$ cat src/rtl/k2_run_pkg.sv
// Shared types for the K2 run/step sequencer.
package k2_run_pkg;

   localparam int SPEED_W = 3;

   typedef enum logic [1:0] {
      STEP   = 2'b00,
      RUN    = 2'b01,
      HALTED = 2'b10
   } run_state_t;

endpackage

$ cat src/rtl/btn_debounce.sv
// Button conditioner: two-flop synchroniser, level qualifier and
// single-cycle rising-edge press output. Generic, reusable for any board button.
module btn_debounce #(
   parameter int DEBOUNCE_CYCLES = 1_000_000
) (
   input  logic clk,
   input  logic rst_n,
   input  logic btn_i,
   output logic press_o
);

   localparam int QW = $clog2(DEBOUNCE_CYCLES + 1);
   localparam logic [QW-1:0] QUAL_LAST = QW'(DEBOUNCE_CYCLES - 1);

   logic          sync1_q;
   logic          sync2_q;
   logic          level_q;
   logic          level_dly_q;
   logic          press_q;
   logic [QW-1:0] qual_q;

   // Synchronise, qualify a level change over DEBOUNCE_CYCLES differing samples,
   // then register the rising edge of the accepted level as a one-cycle press.
   always_ff @(posedge clk) begin
      if (!rst_n) begin
         sync1_q     <= 1'b0;
         sync2_q     <= 1'b0;
         level_q     <= 1'b0;
         level_dly_q <= 1'b0;
         press_q     <= 1'b0;
         qual_q      <= '0;
      end else begin
         sync1_q <= btn_i;
         sync2_q <= sync1_q;
         if (sync2_q == level_q) begin
            qual_q <= '0;
         end else if (qual_q == QUAL_LAST) begin
            level_q <= sync2_q;
            qual_q  <= '0;
         end else begin
            qual_q <= qual_q + QW'(1);
         end
         level_dly_q <= level_q;
         press_q     <= level_q & ~level_dly_q;
      end
   end

   assign press_o = press_q;

endmodule

$ cat src/rtl/k2_run_controller.sv
// Run/step sequencer producing the K2 processor clock-enable pulse.
//
// state  | meaning
// -------+--------------------------------------------------------------
// STEP   | one cpu_en pulse per debounced button press
// RUN    | free-run: pulse every BASE_DIV << speed cycles
// HALTED | processor finished; cpu_en held low until reset
module k2_run_controller
   import k2_run_pkg::*;
#(
   parameter int BASE_DIV        = 1_562_500,
   parameter int DEBOUNCE_CYCLES = 1_000_000,
   parameter int CNT_W           = 16
) (
   input  logic               clk,
   input  logic               rst_n,
   input  logic               run_sw,
   input  logic [SPEED_W-1:0] speed,
   input  logic               step_btn,
   input  logic               halt,
   output logic               cpu_en,
   output logic [1:0]         state_o,
   output logic [CNT_W-1:0]   step_cnt
);

   // Seven extra bits cover the largest shift; for a power-of-two BASE_DIV the
   // shifted value wraps to zero and the -1 then yields the correct all-ones terminal.
   localparam int DIV_W = $clog2(BASE_DIV) + 7;

   run_state_t       state_q, state_d;
   logic [DIV_W-1:0] div_q, div_d;
   logic             cpu_en_q, cpu_en_d;
   logic [CNT_W-1:0] step_cnt_q, step_cnt_d;
   logic [DIV_W-1:0] terminal;
   logic             press;

   btn_debounce #(
      .DEBOUNCE_CYCLES (DEBOUNCE_CYCLES)
   ) u_step_btn (
      .clk     (clk),
      .rst_n   (rst_n),
      .btn_i   (step_btn),
      .press_o (press)
   );

   assign terminal = (DIV_W'(BASE_DIV) << speed) - DIV_W'(1);

   // Next-state decode; halt outranks any pulse source, leaving RUN never pulses.
   always_comb begin
      state_d  = state_q;
      div_d    = div_q;
      cpu_en_d = 1'b0;
      unique case (state_q)
         STEP: begin
            if (halt) begin
               state_d = HALTED;
            end else begin
               cpu_en_d = press;
               if (run_sw) begin
                  state_d = RUN;
                  div_d   = '0;
               end
            end
         end
         RUN: begin
            if (halt) begin
               state_d = HALTED;
            end else if (!run_sw) begin
               state_d = STEP;
               div_d   = '0;
            end else if (div_q >= terminal) begin
               cpu_en_d = 1'b1;
               div_d    = '0;
            end else begin
               div_d = div_q + DIV_W'(1);
            end
         end
         HALTED: begin
            state_d = HALTED;
         end
         default: begin
            state_d = STEP;
            div_d   = '0;
         end
      endcase
      step_cnt_d = (cpu_en_d && (step_cnt_q != '1)) ? step_cnt_q + CNT_W'(1) : step_cnt_q;
   end

   // Register state, divider, the enable pulse and the saturating pulse count.
   always_ff @(posedge clk) begin
      if (!rst_n) begin
         state_q    <= STEP;
         div_q      <= '0;
         cpu_en_q   <= 1'b0;
         step_cnt_q <= '0;
      end else begin
         state_q    <= state_d;
         div_q      <= div_d;
         cpu_en_q   <= cpu_en_d;
         step_cnt_q <= step_cnt_d;
      end
   end

   assign cpu_en   = cpu_en_q;
   assign state_o  = state_q;
   assign step_cnt = step_cnt_q;

endmodule
$ cat config.mk
export PLATFORM = sky130hd
export DESIGN_NAME = k2_run_controller
export DESIGN_NICKNAME = d
export VERILOG_FILES = /design/src/rtl/k2_run_pkg.sv /design/src/rtl/btn_debounce.sv /design/src/rtl/k2_run_controller.sv
export SDC_FILE = /design/constraint.sdc
export NUM_CORES = 1
export LEC_CHECK = 0
export ABC_AREA = 0
export BUFFER_PORTS_ARGS = -buffer_cell sky130_fd_sc_hd__buf_4
export CAP_MARGIN = 5
export CELL_PAD_IN_SITES_DETAIL_PLACEMENT = 1
export CELL_PAD_IN_SITES_GLOBAL_PLACEMENT = 1
export CORE_MARGIN = 1
export CORE_UTILIZATION = 30
export DETAILED_ROUTE_END_ITERATION = 6
export GPL_ROUTABILITY_DRIVEN = 1
export PLACE_DENSITY = 0.53
export RECOVER_POWER = 25
export SLEW_MARGIN = 15
export SYNTH_ARGS = -nofsm -noshare
export SYNTH_HDL_FRONTEND = slang
export SYNTH_SLANG_ARGS = --single-unit
$ cat constraint.sdc
create_clock -name clk -period 3.6 [get_ports clk]
set_input_delay 0.18 -clock clk [delete_from_list [all_inputs] [get_ports clk]]
set_output_delay 0.18 -clock clk [all_outputs]
set_load 0.02 [all_outputs]
* After elaboration in Yosys (flattened, before gate mapping)
Index checks and enable logic that the tools add are counted.
** Word-level totals
- Flip-flop bits (word level) :: 72
- Latch bits :: 0
- Bits in writable memories :: 0
- Bits in read-only memories :: 0
- Word-level logic and storage cells :: 53
- Memories :: 0
** Cells by class
- Add/sub/neg operators :: 4
- Multipliers :: 0
- Div/mod/pow operators :: 0
- Magnitude comparators :: 1
- Equality and inequality tests :: 10
- Shift-type cells :: 1
- Mux-type cells :: 16
- Bitwise logic cells :: 5
- Reduce and logical (&&, ||, !) cells :: 6
** Operators with widths (number)
- 28-bit two-way mux :: 5
- 28-bit case mux with 3 select lines :: 1
- 28-bit by 1-bit adder with 28-bit output (second input constant) :: 1
- 28-bit greater-or-equal comparator :: 1
- 21-bit by 3-bit left shift with 28-bit output (first input constant) :: 1
- 28-bit by 2-bit subtractor with 28-bit output (second input constant) :: 1
- 20-bit by 1-bit adder with 20-bit output (second input constant) :: 1
- 20-bit equality test (second input constant) :: 1
- 16-bit by 1-bit adder with 16-bit output (second input constant) :: 1
- 16-bit inequality test (second input constant) :: 1
- 2-bit two-way mux :: 4
- 2-bit inequality test (second input constant) :: 3
- 3-bit inequality test (second input constant) :: 2
- 2-bit case mux with 3 select lines :: 1
- 1-bit two-way mux :: 4
- 1-bit inverter :: 4
- 2-bit AND reduction :: 2
- 4-bit AND reduction :: 1
- 3-bit OR reduction :: 1
- 2-bit by 1-bit equality test with 1-bit output (second input constant) :: 1
- 2-bit equality test (second input constant) :: 1
- 2-bit logical NOT :: 1
- 1-bit case mux with 2 select lines :: 1
- 1-bit bitwise AND :: 1
- 2 further kinds :: 2

* Longest topological paths before layout
- Depth after elaboration :: 8
- Gate-level depth with buffers :: 14

* Cells and area by module
From an unflattened synthesis, not the netlist that was laid out.
** Unflattened totals
- Cells, all modules :: 507
- Area, all modules :: 4235.3 um^2
** Modules (own cells, without submodules)
- k2_run_controller :: times used 1, cells each 391, area each 3154.3 um^2, sequential area each 940.9 um^2
- btn_debounce :: times used 1, cells each 116, area each 1081.0 um^2, sequential area each 500.5 um^2

* Worst setup path after synthesis
No wires, ideal clock.
- Path kind :: input port to flip-flop
- Start :: input speed[2]
- End :: register div_q[23]
- Setup time :: 74 ps
- Arrival time :: 2822 ps
- Data required time :: 3526 ps
- Path slack :: 704 ps
- Stages :: 13
- Path through :: clkbuf_1 or3_1 ha_1 mux2i_1 o21a_1 ha_1 nand4_1 o32ai_1 o31a_4 nor4_2 buf_4 o21ai_0 a31oi_1
** On the way
- Cells in the longest elaborated chain, start to end :: 7
** RTL lines
- from (decl) :: line k2_run_controller.sv:18 : input logic [SPEED_W-1:0] speed,
- 21-bit by 3-bit left shift with 28-bit output :: line k2_run_controller.sv:46 : assign terminal = (DIV_W'(BASE_DIV) << speed) - DIV_W'(1);
- 28-bit by 2-bit subtractor with 28-bit output :: line k2_run_controller.sv:46
- 28-bit greater-or-equal comparator :: line k2_run_controller.sv:71 : end else if (div_q >= terminal) begin
- 28-bit two-way mux :: line k2_run_controller.sv:71
- 28-bit two-way mux :: line k2_run_controller.sv:68 : end else if (!run_sw) begin
- 28-bit two-way mux :: line k2_run_controller.sv:66 : if (halt) begin
- 28-bit case mux with 3 select lines :: line k2_run_controller.sv:53 : unique case (state_q)
- to (signal assigned) :: line k2_run_controller.sv:98 : div_q <= div_d;
- to (decl) :: line k2_run_controller.sv:31 : logic [DIV_W-1:0] div_q, div_d;
No other way between the ends. The select of a mux whose other input is x is not followed.
A chain may end at the register's enable or synchronous reset.

* Final worst setup path
- Start :: input speed[2]
- End :: register step_cnt_q[2] (netlist: step_cnt[2])
** On the way
- Cells in the longest elaborated chain, start to end :: 8
** RTL lines
- 21-bit by 3-bit left shift with 28-bit output :: line k2_run_controller.sv:46
- 28-bit by 2-bit subtractor with 28-bit output :: line k2_run_controller.sv:46
- 28-bit greater-or-equal comparator :: line k2_run_controller.sv:71
- 1-bit two-way mux :: line k2_run_controller.sv:71
- 1-bit two-way mux :: line k2_run_controller.sv:68
- 1-bit two-way mux :: line k2_run_controller.sv:66
- 1-bit case mux with 2 select lines :: line k2_run_controller.sv:53
- 1-bit logical AND :: line k2_run_controller.sv:86 : step_cnt_d = (cpu_en_d && (step_cnt_q != '1)) ? step_cnt_q + CNT_W'(1) : step_cnt_q;
- to (signal assigned) :: line k2_run_controller.sv:100 : step_cnt_q <= step_cnt_d;
- to (decl) :: line k2_run_controller.sv:33 : logic [CNT_W-1:0] step_cnt_q, step_cnt_d;
No other way between the ends.

==> key figures <==
Placed design
  • PortBufs: 26
  • DP Area: 4490 um2
  • Placer Congestion: 0.775
  • Dpl hpwl: 7.67 mm

Synth
  • Synthesized instance count: 505
  • Area leader, netlist: dfxtp_1
  • Leading post-synthesis cells by cell area: dfxtp_1 (35%), ha_1 (9.1%), nor2_1 (6.2%)
  • Number of synthesized register bits: 72
  • Post-Synthesis Cell Area: 4130 um2
  • Post-synth EDFFs: 0
  • Synthesized Nets: 543
  • Ys async rst share: 0
  • Sequential share of the synthesized area: 0.349
  • Yosys Warn Count: 0
  • Synth unique cells: 48
  • Most common flop cell mapped by yosys: dfxtp_1
  • Synth top area share: 0.349
  • Post-Syn Area per Cell: 8.18 um2

Timing
  • Worst slew pin tran: 1.41 ns
  • # setup viols final: 0
  • RSZ-0062 raised after global routing: no
  • Hold Fails Final Rpt: 0
  • Setup TNS: 0 ns
  • Worst slew margin relative to its limit: 0.0613
  • Fin Hold WS: 0.0478 ns
  • Fin crit share: 0.782
  • Tmin final: 2.82 ns
  • Fmax: 0.355 GHz
  • Post-Route Skew: 0.00735 ns
  • Slew Viols, Final: 0

Worst setup path
  • FF-to-FF setup slack: 0.97 ns
  • Worst setup SP type: primary input
  • Crit. End Element: flip-flop
  • WS Path Type: in2reg
  • Worst r2r src: div_q[23]
  • CP cell instances: buf_4 -> or3_1 -> ha_1 -> mux2i_1 -> o21a_1 -> ha_1 -> nand4_1 -> o32ai_1 -> o31a_4 -> o21ai_4 -> a21boi_0 -> mux2i_1
  • Crit path launch: speed[2]
  • Critical-path maximum fanout: 18
  • Crit-path slowest cell: o21ai_4
  • Required time of the worst setup path: 3.82 ns
  • Worst R2R End: step_cnt[2]
  • Critical path data arrival time: 3.04 ns
  • CP max stage delay: 0.45 ns
  • Critical Path Sink: step_cnt[2]
  • FF-to-FF path depth: 8

Cells and area
  • Area delta synth->final: 14.8%
  • Post-route cell area: 4740 um2
  • Nets: 566
  • Leading cell type in the layout, fill and taps excluded: dfxtp_1
  • Ant diodes: 0
  • Most frequent cells in the layout: dfxtp_1 (72), nor2_1 (68), nand2_1 (57)
  • Share of cells above drive strength 1: 0.0769
  • Util after Layout: 0.355

Clock tree
  • H-tree levels: 3
  • CTS Buf Count: 9
  • Max clock buf depth: 2
  • TritonCTS Sinks: 72
  • Post CTS Setup Buffer Count: 0
  • Post-CTS resize count: 0
  • CTS tree: yes
  • CTS root buf: clkbuf_16
  • Register clock-pin slew on the reported worst setup and hold paths: 0.06 ns
  • Clock Latency Late Sink: 0.34 ns
  • Hold_buf cts: 0

Route
  • Pre-antenna DRT Iters: 4
  • Post-DRT Antenna Nets: 0
  • Avg Vias per Cell: 4.90
  • Drt wl/cell: 14.4 um
  • Via count: 3471
  • Routed WL: 10.2 mm
  • 1st-iter DRT viols: 132
  • Residual DRC: 0

Hold path
  • Worst min path class: in2reg

Die
  • I/O Pins: 27
  • Die area: 14200 um2
  • Core ar.: 13300 um2
  • Effective utilization at floorplan: 0.310
  • Row cnt: 42
  • Die X: 119 um
  • Die Y: 119 um

Global routing
  • Number of global-route vias before repair: 3604
  • Largest net degree at the start of global routing: 35
  • First-pass GRT wire length: 17.8 mm
  • Initial antenna violation count: 0
  • Aggregate global-route resource usage: 0.159
  • GRT overflow: 0

Power and ir drop
  • Worst IR drop on VDD: 0.237 mV
  • PD cells: 393 nW/um2
  • Static Leak: 1.71 nW

Outcome
  • Status: finished, final reports clean

Run
  • Max_cap viols: 0
final cells by class:
cell class / count / area [um2]
clock buffers: 14 / 284
multi-input cells: 403 / 2560
repair buffers: 28 / 146
fillers: 1624 / 8610
well taps: 176 / 220
clock inverters: 2 / 35.0
inverters: 14 / 52.6
flip-flops and latches: 72 / 1440
cells in the mapped netlist, drive strengths merged (14+ instances only):
library cell and count:
dfxtp 72, nor2 68, nand2 57, a21oi 35
nand3 32, ha 30, xor2 21, xnor2 20
nand2b 19, mux2i 15, nand4 15, o21ai 15
inv 14
flip-flops by register name, indices dropped and copies added, names as in the netlist:
| register | flops |
|---|---|
| step_cnt | 16 |
| div_q | 28 |
| state_o | 2 |
| u_step_btn.level_q | 1 |
| u_step_btn.qual_q | 20 |
| u_step_btn.sync2_q | 1 |
| u_step_btn.level_dly_q | 1 |
| cpu_en | 1 |
| u_step_btn.sync1_q | 1 |
| u_step_btn.press_o | 1 |
worst max-delay path, delay by kind of cell:
family | cells | cell delay, ns
buffers and inverters | 1 | 0.17
adders and majority gates | 2 | 0.58
and+or+nand+nor | 2 | 0.52
muxes | 2 | 0.30
AOI/OAI and AO/OA | 5 | 1.26
per-stage QoR:
step / instances / total power, mW / setup WS [ns]
3_3_place_gp: 693 / 0.927 / 0.528
6_report: 709 / 1.86 / 0.785
2_1_floorplan: 505 / 0.895 / 0.704
4_1_cts: 709 / 1.90 / 0.797
5_1_grt: 709 / 1.94 / 0.534
3_5_place_dp: 693 / 0.930 / 0.427
power by group:
group | switching (mW) | internal [mW]
clock | 0.340 | 0.612
sequential | 0.00520 | 0.801
combinational | 0.0664 | 0.0365
total | 0.412 | 1.45
per-layer routing:
| layer | share of wire | GRT usage |
|---|---|---|
| met1 | 0.49 | 0.198 |
| met2 | 0.47 | 0.268 |
| met3 | 0.018 | 0.0259 |
| met4 | 0.021 | 0.0703 |
| met5 | 0 | 0 |
worst min-delay path by stage:
stage	from	end	slack [ns]	cells past startpoint
floorplan	step_btn	u_step_btn.sync1_q	0.31	1
global placement	u_step_btn.level_dly_q	u_step_btn.press_o	0.37	1
detailed placement	u_step_btn.level_dly_q	u_step_btn.press_o	0.39	1
CTS	step_btn	u_step_btn.sync1_q	0.03	2
global route	step_btn	u_step_btn.sync1_q	0.05	2
finish	step_btn	u_step_btn.sync1_q	0.05	2
kinds of logic after synthesis:
family                     Yosys count  synth area share
AOI/OAI and AO/OA                   76             0.121
xor gates and xnor gates            41            0.0869
adders and majority gates           30            0.0909
buffers and inverters               30            0.0309
DFF                                 72             0.349
muxes                               15            0.0363
and+or+nand+nor                    241             0.285
Note: power is estimated with default switching activity, not from simulation.
